### config.mk
export PLATFORM = sky130hd
export DESIGN_NAME = fan_tach_mon_flat
export DESIGN_NICKNAME = d
export VERILOG_FILES = /design/src/rtl/fan_tach_if.sv /design/src/rtl/fan_tach_mon.sv /design/src/flat_wrapper.sv
export SDC_FILE = /design/constraint.sdc
export NUM_CORES = 1
export LEC_CHECK = 0
export ABC_CLOCK_PERIOD_IN_PS = 3700
export CORE_MARGIN = 1.5
export CORE_UTILIZATION = 55
export CTS_CLUSTER_SIZE = 30
export DETAILED_ROUTE_END_ITERATION = 12
export PLACE_DENSITY = 0.83
export SYNTH_ARGS = -nofsm -noshare
export SYNTH_HDL_FRONTEND = slang
export SYNTH_SLANG_ARGS = --single-unit
### constraint.sdc
create_clock -name clk -period 3.7 [get_ports clk]
set_input_delay 0.74 -clock clk [delete_from_list [all_inputs] [get_ports clk]]
set_output_delay 0.74 -clock clk [all_outputs]
set_load 0.05 [all_outputs]
### src/rtl/fan_tach_if.sv
// Fan tachometer monitor bus: raw tach/enable in, window count and health flags out.
interface fan_tach_if #(
  parameter int unsigned CNT_W = 16
);
  logic             tach_i;
  logic             enable_i;
  logic [CNT_W-1:0] tach_count_o;
  logic             count_valid_o;
  logic             stall_o;
  logic             low_speed_o;

  modport master (
    output tach_i, enable_i,
    input  tach_count_o, count_valid_o, stall_o, low_speed_o
  );

  modport slave (
    input  tach_i, enable_i,
    output tach_count_o, count_valid_o, stall_o, low_speed_o
  );
endinterface

### src/rtl/fan_tach_mon.sv
// Fan tach monitor: synchronise and glitch-filter tach, count falling edges per
// fixed window, report the count each window and flag stalled or slow fans.
module fan_tach_mon #(
  parameter int unsigned WINDOW_CYCLES = 50000000,
  parameter int unsigned CNT_W         = 16,
  parameter int unsigned FILT_LEN      = 4,
  parameter int unsigned STALL_WINDOWS = 2,
  parameter int unsigned MIN_COUNT     = 10
) (
  input  logic       clk,
  input  logic       reset,
  fan_tach_if.slave  bus
);

  localparam int unsigned WIN_W = (WINDOW_CYCLES > 1) ? $clog2(WINDOW_CYCLES) : 1;
  localparam int unsigned FC_W  = $clog2(FILT_LEN + 1);
  localparam int unsigned ZC_W  = $clog2(STALL_WINDOWS + 1);

  localparam logic [WIN_W-1:0] WIN_LAST  = WIN_W'(WINDOW_CYCLES - 1);
  localparam logic [FC_W-1:0]  FILT_LAST = FC_W'(FILT_LEN - 1);
  localparam logic [ZC_W-1:0]  ZC_STALL  = ZC_W'(STALL_WINDOWS);
  localparam logic [CNT_W-1:0] CNT_MAX   = {CNT_W{1'b1}};

  typedef enum logic {IDLE, MEASURE} state_t;

  state_t           state;
  logic             sync1, sync2;
  logic             filt, filt_q;
  logic [FC_W-1:0]  filt_cnt;
  logic [WIN_W-1:0] win_cnt;
  logic [CNT_W-1:0] pulse_cnt;
  logic [ZC_W-1:0]  zero_cnt;

  logic             fall_c;
  logic [CNT_W-1:0] pulse_next_c;
  logic [ZC_W-1:0]  zero_next_c;

  // Filtered falling edge and the saturated running count including it.
  always_comb begin
    fall_c       = filt_q & ~filt;
    pulse_next_c = pulse_cnt;
    if (fall_c && (pulse_cnt != CNT_MAX)) pulse_next_c = pulse_cnt + CNT_W'(1);
    zero_next_c  = '0;
    if (pulse_next_c == '0) begin
      zero_next_c = (zero_cnt == ZC_STALL) ? zero_cnt : zero_cnt + ZC_W'(1);
    end
  end

  // Two-flop synchroniser and run-length glitch filter; idle level is high.
  always_ff @(posedge clk) begin
    if (reset) begin
      sync1    <= 1'b1;
      sync2    <= 1'b1;
      filt     <= 1'b1;
      filt_q   <= 1'b1;
      filt_cnt <= '0;
    end else begin
      sync1  <= bus.tach_i;
      sync2  <= sync1;
      filt_q <= filt;
      if (sync2 != filt) begin
        if (filt_cnt == FILT_LAST) begin
          filt     <= sync2;
          filt_cnt <= '0;
        end else begin
          filt_cnt <= filt_cnt + FC_W'(1);
        end
      end else begin
        filt_cnt <= '0;
      end
    end
  end

  // Window sequencer; tach_count_o keeps its last value while idle.
  always_ff @(posedge clk) begin
    if (reset) begin
      state             <= IDLE;
      win_cnt           <= '0;
      pulse_cnt         <= '0;
      zero_cnt          <= '0;
      bus.tach_count_o  <= '0;
      bus.count_valid_o <= 1'b0;
      bus.stall_o       <= 1'b0;
      bus.low_speed_o   <= 1'b0;
    end else begin
      case (state)
        IDLE: begin
          win_cnt           <= '0;
          pulse_cnt         <= '0;
          zero_cnt          <= '0;
          bus.count_valid_o <= 1'b0;
          bus.stall_o       <= 1'b0;
          bus.low_speed_o   <= 1'b0;
          if (bus.enable_i) state <= MEASURE;
        end
        MEASURE: begin
          if (!bus.enable_i) begin
            state             <= IDLE;
            win_cnt           <= '0;
            pulse_cnt         <= '0;
            zero_cnt          <= '0;
            bus.count_valid_o <= 1'b0;
            bus.stall_o       <= 1'b0;
            bus.low_speed_o   <= 1'b0;
          end else if (win_cnt == WIN_LAST) begin
            win_cnt           <= '0;
            pulse_cnt         <= '0;
            zero_cnt          <= zero_next_c;
            bus.tach_count_o  <= pulse_next_c;
            bus.count_valid_o <= 1'b1;
            bus.low_speed_o   <= (32'(pulse_next_c) < MIN_COUNT);
            bus.stall_o       <= (zero_next_c == ZC_STALL);
          end else begin
            win_cnt           <= win_cnt + WIN_W'(1);
            pulse_cnt         <= pulse_next_c;
            bus.count_valid_o <= 1'b0;
          end
        end
        default: state <= IDLE;
      endcase
    end
  end

endmodule

### src/flat_wrapper.sv
// flat-port wrapper written by rule: the top's interface ports become plain ports
module fan_tach_mon_flat 
#(
  parameter int unsigned WINDOW_CYCLES = 50000000,
  parameter int unsigned CNT_W         = 16,
  parameter int unsigned FILT_LEN      = 4,
  parameter int unsigned STALL_WINDOWS = 2,
  parameter int unsigned MIN_COUNT     = 10
)
  (clk, reset, bus_tach_i, bus_enable_i, bus_tach_count_o, bus_count_valid_o, bus_stall_o, bus_low_speed_o);
  fan_tach_if #(.CNT_W(CNT_W)) bus_i ();
  input  logic clk;
  input  logic reset;
  input wire logic [$bits(bus_i.tach_i)-1:0] bus_tach_i;
  input wire logic [$bits(bus_i.enable_i)-1:0] bus_enable_i;
  output wire logic [$bits(bus_i.tach_count_o)-1:0] bus_tach_count_o;
  output wire logic [$bits(bus_i.count_valid_o)-1:0] bus_count_valid_o;
  output wire logic [$bits(bus_i.stall_o)-1:0] bus_stall_o;
  output wire logic [$bits(bus_i.low_speed_o)-1:0] bus_low_speed_o;
  assign bus_i.tach_i = bus_tach_i;
  assign bus_i.enable_i = bus_enable_i;
  assign bus_tach_count_o = bus_i.tach_count_o;
  assign bus_count_valid_o = bus_i.count_valid_o;
  assign bus_stall_o = bus_i.stall_o;
  assign bus_low_speed_o = bus_i.low_speed_o;
  fan_tach_mon #(.WINDOW_CYCLES(WINDOW_CYCLES), .CNT_W(CNT_W), .FILT_LEN(FILT_LEN), .STALL_WINDOWS(STALL_WINDOWS), .MIN_COUNT(MIN_COUNT)) u_core (.clk(clk), .reset(reset), .bus(bus_i));
endmodule
### After elaboration in Yosys (flattened, before gate mapping)

Index checks and enable logic that the tools add are counted.

* reductions and logical operators: 5
* $mul: 0
* $lt $le $gt $ge: 1
* bitwise logic cells: 4
* div/mod/pow operators: 0
* multiplexer cells: 22
* shift-type cells: 0
* eq/ne operators: 7
* $add $sub $neg: 4

Operator list (number)
* $mux 26: 2
* $pmux 26 s2: 1
* $mux 16: 3
* $pmux 16 s2: 1
* $add 26x1->26 const B: 1
* $eq 26x26->1 const B: 1
* $add 16x1->16 const B: 1
* $logic_not 16->1: 1
* $lt 16x4->1 const B: 1
* $ne 16x16->1 const B: 1
* $mux 2: 4
* $mux 1: 7
* $pmux 1 s2: 3
* $eq 2x2->1 const B: 2
* $pmux 2 s2: 1
* $add 3x1->3 const B: 1
* $eq 3x2->1 const B: 1
* $ne 3x3->1 const B: 1
* $not 1->1: 3
* $reduce_and 3->1: 1
* $reduce_or 3->1: 1
* $add 2x1->2 const B: 1
* $reduce_and 2->1: 1
* $and 1x1->1: 1
* other kinds (2): 2

* memories: 0
* memory bits (writable): 0
* logic and storage cells: 56
* memory bits (read-only): 0
* output and inout bits: 19
* bits in registers: 71
* latch bits: 0
* input bits: 4

### Depth between registers and ports, before layout

Gate-level depths: netlist of the first run.

* word-level depth: 10
* depth in mapped cells: 9
* mapped depth without buffers: 7

### Worst setup path before layout of the first run

OpenSTA, ideal clock, no wires.

* kind: register to register
* start point: register u_core.pulse_cnt[0]
* end point: register u_core.bus.stall_o
* data required time: 3631 ps
* buffers on the path: 0
* data arrival time: 2014 ps
* cell stages (with the launch flop): 8
* library setup time: 69 ps
* slack: 1617 ps
* period minus slack after synthesis: 2083 ps
* cell sequence: dfxtp_1 -> ha_1 -> nand4_1 -> nor4_1 -> mux2_1 -> nor4_4 -> nand4_2 -> o21ai_1

* cells in the longest elaborated chain, start to end: 9
* elaborated cells between the ends (all ways): 10
* those cells by class: 1 x add/sub; 2 x eq/ne; 5 x mux; 2 x reduce/logical

Ends and longest elaborated chain
* start: declaration: line fan_tach_mon.sv:31 `logic [CNT_W-1:0] pulse_cnt;`
* start signal: assignment: line fan_tach_mon.sv:115 `pulse_cnt <= pulse_next_c;`
* parallel branches: the longest is 2 deep, another holds $add 16x1->16
* $mux 16 *: line fan_tach_mon.sv:42 `if (fall_c && (pulse_cnt != CNT_MAX)) pulse_next_c = pulse_cnt + CNT_W'(1);`
* $logic_not 16->1 *: line fan_tach_mon.sv:44 `if (pulse_next_c == '0) begin`
* $mux 2 *: line fan_tach_mon.sv:44
* $eq 2x2->1 *: line fan_tach_mon.sv:112 `bus.stall_o <= (zero_next_c == ZC_STALL);`
* $mux 1 *: line fan_tach_mon.sv:105 `end else if (win_cnt == WIN_LAST) begin`
* $mux 1 *: line fan_tach_mon.sv:97 `if (!bus.enable_i) begin`
* $pmux 1 s2 *: line fan_tach_mon.sv:86 `case (state)`
* end signal: assignment: line fan_tach_mon.sv:112
* end: declaration: line fan_tach_if.sv:19 `output tach_count_o, count_valid_o, stall_o, low_speed_o`

Every way passes the cells marked *. The select of a mux whose other input is x is not followed.
A chain may end at the register's enable or synchronous reset.

### Final worst setup path of the first run

* start point: register u_core.win_cnt[0]
* end point: register u_core.bus.tach_count_o[8]

* cells in the longest elaborated chain, start to end: 2

Ends and longest elaborated chain
* start: declaration: line fan_tach_mon.sv:30 `logic [WIN_W-1:0] win_cnt;`
* start signal: assignment: line fan_tach_mon.sv:114 `win_cnt <= win_cnt + WIN_W'(1);`
* $eq 26x26->1: line fan_tach_mon.sv:105
* $reduce_and 3->1 (no line)
* end signal: assignment: line fan_tach_mon.sv:109 `bus.tach_count_o <= pulse_next_c;`
* end: declaration: line fan_tach_if.sv:19

No other way between the ends.

==> flow_summary_export.csv, run 1 <==
group,metric,value,unit
routing,maxUsedRoutingLayer,"met4",
routing,drc,0,
yosys,netlist_area,3346,um^2
yosys,syn-num-nets,397,
routing,drtIter0Drc,163,
pwr,cellLeakagePower,1.254,nW
grt,grt_pass1_wl,11660,um
grt,grt_max_degree,27,
routing,wl_met2,3435,um
pwr,p_per_area,358.0,nW/um^2
placed_design,dp_cells,468,
yosys,synth_enable_flop_cells,0,
grt,grt_pass1_vias,2538,
yosys,yosysWarnings,0,
yosys,synthArstFlopShare,0,
cts,clock-sinks,71,
finish,n_fill_cell,478,
critical_path,start_kind,"flop",
die,fp-row-count,28,
grt,antenna_found_initial,0,
placed_design,gp_congestion,0.8964,
critical_path,path_max_fanout,17,
timing,setup_tns,0,ns
grt,overflow,0,
timing,drv_slew,0,
timing,hold_ws,0.4194,ns
critical_path,worst_path_max_delay_cell,"or2_1",
worst_hold_path,hold_end,"u_core.sync2$_SDFF_PP1_",
routing,post_drt_wl_per_cell,14.33,um
timing,max_freq,0.3910,GHz
die,die_w,81.00,um
die,io_pins,23,
critical_path,reg2reg_depth,7,
worst_hold_path,hold_depth,1,
cts,cts_root_buffer,"clkbuf_8",
cts,clock_latency,0.34,ns
finish,area_delta_synth_final,12.45,%
finish,drive_above_1_share,0.08557,
critical_path,crit_path_start,"u_core.win_cnt[0]$_SDFF_PP0_",
critical_path,crit_chain,"ha_1, and2_1, and2_1, nand4_1, or2_1, or2_0, a21oi_1",
pwr,power,0.001347,W
finish,diodes,0,
cts,post-cts-setup-buffers,0,
worst_hold_path,hp-start,"u_core.sync1$_SDFF_PP1_",
timing,setup_violations,0,
routing,num_vias,2777,
cts,clk_pin_slew_worst_paths,0.07,ns
finish,layout_commonest_cell,"dfxtp_1",
critical_path,cp_common_cell,"and2_1",
cts,cts_buffer_depth,2,
timing,worstMarginPinSlew,0.8531,ns
yosys,synth.avg_cell_area,8.623,um^2
cts,cts-htree-levels,3,
routing,wl_met3,386,um
yosys,ys_seq_elements,71,
status,status,"complete, no violations",
critical_path,reg2reg_to,"u_core.bus.tach_count_o[8]$_SDFFE_PP0P_",
timing,fin_skew,0.006098,ns
routing,wl,6936,um
cts,cts_tree,"yes",
yosys,netlist_instances,388,
timing,hold_viol,0,
critical_path,cpPeakStageDelay,0.59,ns
critical_path,critical_path_class,"reg -> reg",
routing,met1_length,3043,um
critical_path,cp-end-kind,"flop",
cts,cts.repair.resized,0,
yosys,ys.flop_type,"dfxtp_1",
placed_design,numPortBuffers,22,
cts,cts_hold_buf,0,
yosys,yosysSeqAreaShare,0.4248,
critical_path,worstReg2RegStart,"u_core.win_cnt[0]$_SDFF_PP0_",
placed_design,hpwlAfterDp,4817,um
timing,period_share,0.6913,
placed_design,postPlaceCellArea,3580,um^2
timing,rsz0062_at_grt,"false",
finish,nets,413,
routing,vias_per_cell,5.738,
pwr,peakVddDrop,263.2,uV
timing,relSlewSlack,0.4299,
finish,final_cell_area,3762,um^2
routing,first_pass_iters,4,
worst_hold_path,hp-class,"reg -> reg",
die,coreArea,5886,um^2
cts,numCtsBuffers,9,
die,die_h,81.00,um
finish,mostFrequentLayoutCells,"71 x dfxtp_1, 58 x nand2_1, 42 x nor2_1",
critical_path,r2r_setup_slack,1.14,ns
job,drv_cap,0,
critical_path,cp.required,3.96,ns
finish,fin_cells,484,
die,start_util,0.5685,
routing,ant_nets,0,
yosys,ys_types,50,
timing,period_minus_slack,2.558,ns
die,dieArea,6560,um^2
critical_path,cp.arrival,2.82,ns
grt,grt_usage,0.2306,
-- worst max-delay path by stage --
stage                                                    endpoint  slack, ns
after detailed placement          u_core.zero_cnt[0]$_SDFFE_PP0P_       0.91
after global routing              u_core.zero_cnt[0]$_SDFFE_PP0P_       0.93
final                     u_core.bus.tach_count_o[8]$_SDFFE_PP0P_       1.14
after global placement            u_core.zero_cnt[0]$_SDFFE_PP0P_       1.01
after floorplan                   u_core.bus.stall_o$_SDFFE_PP0P_       1.62
after CTS                 u_core.bus.tach_count_o[8]$_SDFFE_PP0P_       1.15
-- critical path: cells and delay by family (launching register included) --
family | cells | cell delay, ns
AOI/OAI and AO/OA | 1 | 0.14
adders and majority gates | 1 | 0.26
DFF | 1 | 0.41
and+or+nand+nor | 5 | 1.68
-- cell type report --
cell class | count | area [um^2] | share of cell area
Tap cell | 75 | 93.84 | 0.02494
Timing Repair Buffer | 23 | 227.7 | 0.06053
Clock inverter | 5 | 31.28 | 0.008314
Clock buffer | 11 | 151.4 | 0.04024
Multi-Input combinational cell | 293 | 1814 | 0.4822
Inverter | 6 | 22.52 | 0.005986
Sequential cell | 71 | 1421 | 0.3778
-- synthesized netlist by cell type, types with 2 or more instances --
| cell type | number | share of area |
|---|---|---|
| a211o_1 | 3 | 0.0079 |
| mux2_1 | 2 | 0.0067 |
| nand4b_1 | 2 | 0.0052 |
| nor4_2 | 3 | 0.011 |
| inv_1 | 6 | 0.0067 |
| nand3b_1 | 3 | 0.0067 |
| o21ai_1 | 4 | 0.0060 |
| nand3_1 | 11 | 0.016 |
| o211ai_1 | 3 | 0.0067 |
| or4_1 | 2 | 0.0045 |
| nor2_1 | 42 | 0.047 |
| o21ai_0 | 4 | 0.0060 |
| and4_1 | 6 | 0.016 |
| buf_2 | 10 | 0.015 |
| dfxtp_1 | 71 | 0.42 |
| a31oi_1 | 3 | 0.0056 |
| buf_4 | 2 | 0.0045 |
| and4_4 | 2 | 0.0067 |
| nand4_1 | 15 | 0.028 |
| xor2_1 | 17 | 0.045 |
| or2_2 | 5 | 0.0093 |
| a41oi_1 | 2 | 0.0052 |
| or3_1 | 4 | 0.0075 |
| nor2b_1 | 3 | 0.0056 |
| nand2_1 | 58 | 0.065 |
| and3_1 | 12 | 0.022 |
| and2_1 | 16 | 0.030 |
| clkbuf_1 | 6 | 0.0067 |
| ha_1 | 5 | 0.019 |
| nor4_1 | 3 | 0.0056 |
| nor3_1 | 5 | 0.0075 |
| xnor2_1 | 19 | 0.050 |
| a21oi_1 | 20 | 0.030 |
| nand4_2 | 3 | 0.011 |
-- per-layer routing --
layer	vias to the layer above	track usage
li1	1380	-
met5	-	0
met2	77	0.3750
met3	8	0.05506
met1	1312	0.2918
met4	0	0.09828
-- registers in the layout, summed over array words and instances, names as in the netlist, 2 cells and up --
| name | cells |
|---|---|
| u_core.win_cnt | 26 |
| u_core.bus.tach_count_o | 16 |
| u_core.pulse_cnt | 16 |
| u_core.filt_cnt | 3 |
| u_core.zero_cnt | 2 |
-- through the flow --
stage	setup WS, ns	utilization
3_3_place_gp	1.009	0.6082
3_5_place_dp	0.9073	0.6082
5_1_grt	0.9288	0.6392
2_1_floorplan	1.617	-
4_1_cts	1.147	0.6392
6_report	1.142	0.6392
-- report_power, final --
part	switching, W	internal, W	total (W)
Combinational	0.00000997	0.00000574	0.0000157
Sequential	0.00000117	0.000766	0.000767
Clock	0.000286	0.000279	0.000564
Total	0.000297	0.00105	0.00135
-- kinds of logic after synthesis --
family | synth area share
fa+ha+maj | 0.01870
compound gates | 0.08490
mux | 0.006731
simple gates | 0.3377
xor+xnor | 0.09424
flops | 0.4248
buf+inv | 0.03291
Note: power is estimated with default switching activity, not from simulation.
==> run 2, diff against run 1 <==
- ABC_CLOCK_PERIOD_IN_PS: 3700 -> 2350
- CORE_UTILIZATION: 55 -> 53
- PLACE_DENSITY: 0.83 -> 0.84
- clock period: 3.7 -> 2.35 ns (I/O delays scaled with it)
==> run 2 against run 1 <==
Compared with the run above:
- cell count grew 2.5%
- wire length rose by 6.9%
- cell area up 5.0%
- clock-buffer cell count decreased by 2
- register-to-register slack got worse by 0.97 ns
- via count up 2.0%
- worst hold slack improved by 0.0024 ns
- highest routed layer unchanged
==> flow_summary_export.csv, run 2 (synthesis gave the netlist of run 1 again) <==
group,metric,value,unit
status,status,"complete, no violations",
cts,cts_tree,"yes",
timing,drv_slew,0,
timing,worstMarginPinSlew,0.5607,ns
pwr,p_sw,0.0004705,W
finish,mostFrequentLayoutCells,"70 x dfxtp_1, 58 x nand2_1, 42 x nor2_1",
critical_path,r2r_setup_slack,0.17,ns
die,dieArea,6798,um^2
die,coreArea,5991,um^2
pwr,peakVddDrop,718.3,uV
grt,antenna_found_initial,0,
die,die_w,82.45,um
cts,clock-sinks,71,
cts,cts-htree-levels,3,
routing,num_vias,2833,
job,drv_cap,0,
cts,cts.repair.resized,0,
critical_path,cp-end-kind,"flop",
timing,relSlewSlack,0.6245,
pwr,intPower,0.002023,W
critical_path,cpPeakStageDelay,0.41,ns
cts,cts_hold_buf,0,
timing,period_minus_slack,2.178,ns
pwr,cellLeakagePower,1.346,nW
worst_hold_path,hp-class,"reg -> reg",
cts,cts_root_buffer,"clkbuf_8",
routing,post_drt_wl_per_cell,14.94,um
finish,nets,426,
critical_path,critPathTopFamily,"simple AND/OR/NAND/NOR gates",
die,die_h,82.45,um
finish,final_cell_area,3951,um^2
grt,overflow,0,
timing,fin_skew,0.008043,ns
finish,drive_above_1_share,0.1211,
critical_path,start_kind,"flop",
pwr,clkPwrFrac,0.505,
grt,grt_pass1_wl,12560,um
routing,ant_nets,0,
finish,final_core_util,0.6596,
cts,clock_latency,0.34,ns
timing,rsz0062_at_grt,"false",
placed_design,gp_congestion,0.9769,
critical_path,critical_path_class,"reg -> reg",
routing,vias_per_cell,5.712,
timing,setup_tns,0,ns
pwr,combPwrFrac,0.011,
pwr,switching_share,0.1887,
timing,max_freq,0.4591,GHz
timing,setup_violations,0,
grt,grt_max_degree,24,
placed_design,numPortBuffers,22,
critical_path,cp.required,2.62,ns
cts,clk_pin_slew_worst_paths,0.07,ns
grt,grt_pass1_vias,2672,
pwr,seqPwrFrac,0.484,
cts,numCtsBuffers,9,
finish,top_register,"u_core.win_cnt",
die,fp-row-count,28,
cts,cts_buffer_depth,2,
critical_path,path_max_fanout,10,
die,io_pins,23,
finish,diodes,0,
timing,period_share,0.9269,
finish,reg.largest.list,"u_core.win_cnt: 26 flops, u_core.bus.tach_count_o: 16 flops, u_core.pulse_cnt: 16 flops",
timing,hold_viol,0,
critical_path,crit_chain,"ha_1, and2_1, and2_1, nand4_1, buf_4, nor4_4, nand4_2, o22ai_1",
finish,largest_reg_flops,26,
cts,post-cts-setup-buffers,0,
die,start_util,0.5585,
critical_path,cp.arrival,2.44,ns
grt,grt_usage,0.2469,
critical_path,cp_common_cell,"and2_1",
routing,wl,7412,um
routing,first_pass_iters,4,
routing,drc,0,
finish,layout_commonest_cell,"dfxtp_1",
critical_path,path_buf_inv,1,
critical_path,worst_path_max_delay_cell,"dfxtp_1",
placed_design,postPlaceCellArea,3677,um^2
pwr,p_per_area,631.0,nW/um^2
finish,area_delta_synth_final,18.10,%
routing,drtIter0Drc,288,
placed_design,hpwlAfterDp,5150,um
[run 2: final cells by class]
| class | count | area, um^2 |
|---|---|---|
| Fill cell | 470 | 2039 |
| Multi-Input combinational cell | 293 | 1829 |
| Sequential cell | 71 | 1423 |
| Timing Repair Buffer | 36 | 325.3 |
| Clock inverter | 6 | 133.9 |
| Clock buffer | 9 | 123.9 |
| Tap cell | 75 | 93.84 |
| Inverter | 6 | 22.52 |
[run 2: worst paths after layout]
path,to,cells past startpoint,start
worst max register to register,u_core.zero_cnt[0]$_SDFFE_PP0P_,8,u_core.win_cnt[0]$_SDFF_PP0_
worst min-delay path,u_core.filt_cnt[0]$_SDFF_PP0_,1,u_core.filt_cnt[0]$_SDFF_PP0_
worst min register to register,u_core.filt_cnt[0]$_SDFF_PP0_,1,u_core.filt_cnt[0]$_SDFF_PP0_
worst max-delay path,u_core.zero_cnt[0]$_SDFFE_PP0P_,8,u_core.win_cnt[0]$_SDFF_PP0_
[run 2: power groups by stage]
stage | Combinational [W] | Clock, W | Sequential [W]
after floorplan | 0.0000139 | 0 | 0.00124
after global placement | 0.0000267 | 0 | 0.00124
after detailed placement | 0.0000276 | 0 | 0.00124
after CTS | 0.0000278 | 0.00128 | 0.00121
after global routing | 0.0000301 | 0.00133 | 0.00121
final | 0.0000274 | 0.00126 | 0.00121
[run 2: through the flow]
step / hold WS (ns) / std cells / worst slack, ns / power (W)
global placement: 0.3920 / 481 / 0.1642 / 0.001262
global route: 0.4506 / 496 / 0.01864 / 0.002566
detailed placement: 0.4113 / 481 / 0.1009 / 0.001263
CTS: 0.4224 / 496 / 0.07354 / 0.002512
floorplan: 0.3895 / 388 / 0.2670 / 0.001249
finish: 0.4218 / 496 / 0.1718 / 0.002493
[run 2: routing by layer]
metal  share of wire  global-route usage  wire length, um
met1            0.42              0.3137             3138
met2            0.51              0.4016             3764
met3           0.053             0.06923              394
met4           0.016             0.08305              115
met5               0                   0                0
==> run 3, diff against run 2 <==
- CORE_UTILIZATION: 53 -> 55
- CTS_BUF_LIST: default -> sky130_fd_sc_hd__clkbuf_2
- PLACE_DENSITY: 0.84 -> 0.86
==> run 3 against run 2 <==
Compared with the run above:
- sequential share of layout area increased by 1.5 points
- die area decreased by 3.5%
- combinational power increased by 5%
- non-clock buffer count decreased by 2
- first-iteration DRC count increased by 2.4%
- sequential cell count unchanged
- register-to-register slack got worse by 0.05 ns
- worst hold slack improved by 0.016 ns
==> flow_summary_export.csv, run 3 (synthesis gave the netlist of run 1 again) <==
group,metric,value,unit
die,start_util,0.5685,
pwr,peakVddDrop,413.9,uV
timing,period_minus_slack,2.230,ns
cts,cts-htree-levels,3,
grt,grt_pass1_wl,12110,um
critical_path,path_buf_inv,1,
routing,wl_met2,3503,um
routing,drtIter0Drc,295,
timing,hold_ws,0.4375,ns
die,fp-row-count,28,
cts,numCtsBuffers,9,
routing,ant_nets,0,
grt,grt_usage,0.2453,
die,dieArea,6560,um^2
finish,top_register,"u_core.win_cnt",
critical_path,path_max_fanout,7,
worst_hold_path,hold_depth,1,
cts,clock_latency,0.53,ns
routing,num_vias,2860,
job,drv_cap,0,
critical_path,worst_path_max_delay_cell,"or4_1",
routing,vias_per_cell,5.789,
critical_path,critPathTopFamily,"simple AND/OR/NAND/NOR gates",
timing,max_freq,0.4484,GHz
routing,wl_met3,355,um
finish,reg.largest.list,"u_core.win_cnt: 26 flops, u_core.bus.tach_count_o: 16 flops, u_core.pulse_cnt: 16 flops",
cts,cts_buffer_depth,2,
timing,worstMarginPinSlew,0.5240,ns
grt,overflow,0,
finish,layout_commonest_cell,"dfxtp_1",
grt,grt_pass1_vias,2609,
placed_design,gp_congestion,0.9068,
finish,nets,424,
critical_path,cp-end-kind,"flop",
finish,final_core_util,0.6450,
routing,post_drt_wl_per_cell,14.80,um
finish,largest_reg_flops,26,
critical_path,cp.arrival,2.66,ns
timing,period_share,0.9491,
grt,antenna_found_initial,0,
critical_path,reg2reg_depth,8,
routing,first_pass_iters,5,
pwr,cellLeakagePower,1.280,nW
critical_path,cpPeakStageDelay,0.49,ns
cts,cts_hold_buf,0,
critical_path,start_kind,"flop",
critical_path,cp.required,2.78,ns
timing,relSlewSlack,0.6491,
finish,mostFrequentLayoutCells,"68 x dfxtp_1, 58 x nand2_1, 42 x nor2_1",
timing,setup_tns,0,ns
critical_path,crit_cells,8,
critical_path,crit_chain,"ha_2, nand4_1, buf_4, or4_1, a21oi_1, a31oi_1, nand4_2, o22ai_1",
finish,area_delta_synth_final,13.46,%
die,die_w,81.00,um
cts,cts_tree,"yes",
worst_hold_path,hp-class,"reg -> reg",
finish,diodes,0,
timing,setup_violations,0,
cts,cts.repair.resized,0,
cts,cts_root_buffer,"clkbuf_2",
cts,clock-sinks,71,
cts,clk_pin_slew_worst_paths,0.19,ns
die,die_h,81.00,um
finish,drive_above_1_share,0.1193,
timing,fin_skew,0.02239,ns
die,io_pins,23,
die,coreArea,5886,um^2
critical_path,critical_path_class,"reg -> reg",
timing,hold_viol,0,
routing,maxUsedRoutingLayer,"met4",
routing,met1_length,3231,um
finish,n_fill_cell,467,
placed_design,numPortBuffers,22,
routing,drc,0,
cts,post-cts-setup-buffers,0,
routing,wl,7311,um
placed_design,hpwlAfterDp,5038,um
timing,drv_slew,0,
grt,grt_max_degree,21,
status,status,"complete, no violations",
pwr,p_per_area,500.8,nW/um^2
[run 3: cell count changes in the layout (fill, tap and decap cells not counted)]
cell / change
buf_12: +1
buf_4: -3
bufinv_16: -3
clkbuf_2: +10
clkbuf_8: -9
clkinv_1: +2
clkinv_4: -1
clkinvlp_4: +1
dfxtp_1: -2
dfxtp_2: +2
nor2b_1: -1
nor2b_2: +1
[run 3: layout make-up]
cell class | instances | area, um^2 | share of cell area
tap | 75 | 93.84 | 0.02472
clock buffer | 10 | 50.05 | 0.01318
clock inverter | 5 | 50.05 | 0.01318
inverter | 6 | 22.52 | 0.005933
timing repair buffer | 34 | 322.8 | 0.08504
sequential | 71 | 1425 | 0.3754
multi-input combinational | 293 | 1832 | 0.4825
[run 3: per-stage QoR]
stage | instances | instance area (um^2) | setup slack (ns) | power, W
floorplan | 388 | 3346 | 0.2670 | 0.001249
global placement | 479 | 3675 | 0.1793 | 0.001263
detailed placement | 479 | 3675 | 0.09846 | 0.001264
CTS | 494 | 3775 | 0.05813 | 0.001916
global route | 494 | 3796 | -0.003368 | 0.001965
finish | 494 | 3796 | 0.1196 | 0.001901
[run 3: final timing paths]
| check | from | endpoint | slack (ns) |
|---|---|---|---|
| max | u_core.pulse_cnt[0]$_SDFF_PP0_ | u_core.zero_cnt[0]$_SDFFE_PP0P_ | 0.12 |
| min | u_core.filt_cnt[0]$_SDFF_PP0_ | u_core.filt_cnt[0]$_SDFF_PP0_ | 0.44 |
| max reg2reg | u_core.pulse_cnt[0]$_SDFF_PP0_ | u_core.zero_cnt[0]$_SDFFE_PP0P_ | 0.12 |
| min reg2reg | u_core.filt_cnt[0]$_SDFF_PP0_ | u_core.filt_cnt[0]$_SDFF_PP0_ | 0.44 |
[run 3: per-layer routing]
metal,vias up,global-route usage
met4,0,0.1259
met5,-,0
met1,1329,0.2987
met2,99,0.4092
li1,1401,-
met3,31,0.04944
[run 3: worst reg2reg max path, stage by stage, from the launching register on]
cell and delay (ns):
dfxtp_2 0.44, ha_2 0.25, nand4_1 0.14, buf_4 0.19
or4_1 0.49, a21oi_1 0.27, a31oi_1 0.10, nand4_2 0.16
o22ai_1 0.09
[run 3: where the power goes]
group | leakage (nW) | switching, W | internal, W
clock | 0.0629 | 0.000426 | 0.000235
combinational | 0.643 | 0.0000168 | 0.0000119
sequential | 0.574 | 0.00000192 | 0.00121
total | 1.28 | 0.000445 | 0.00146
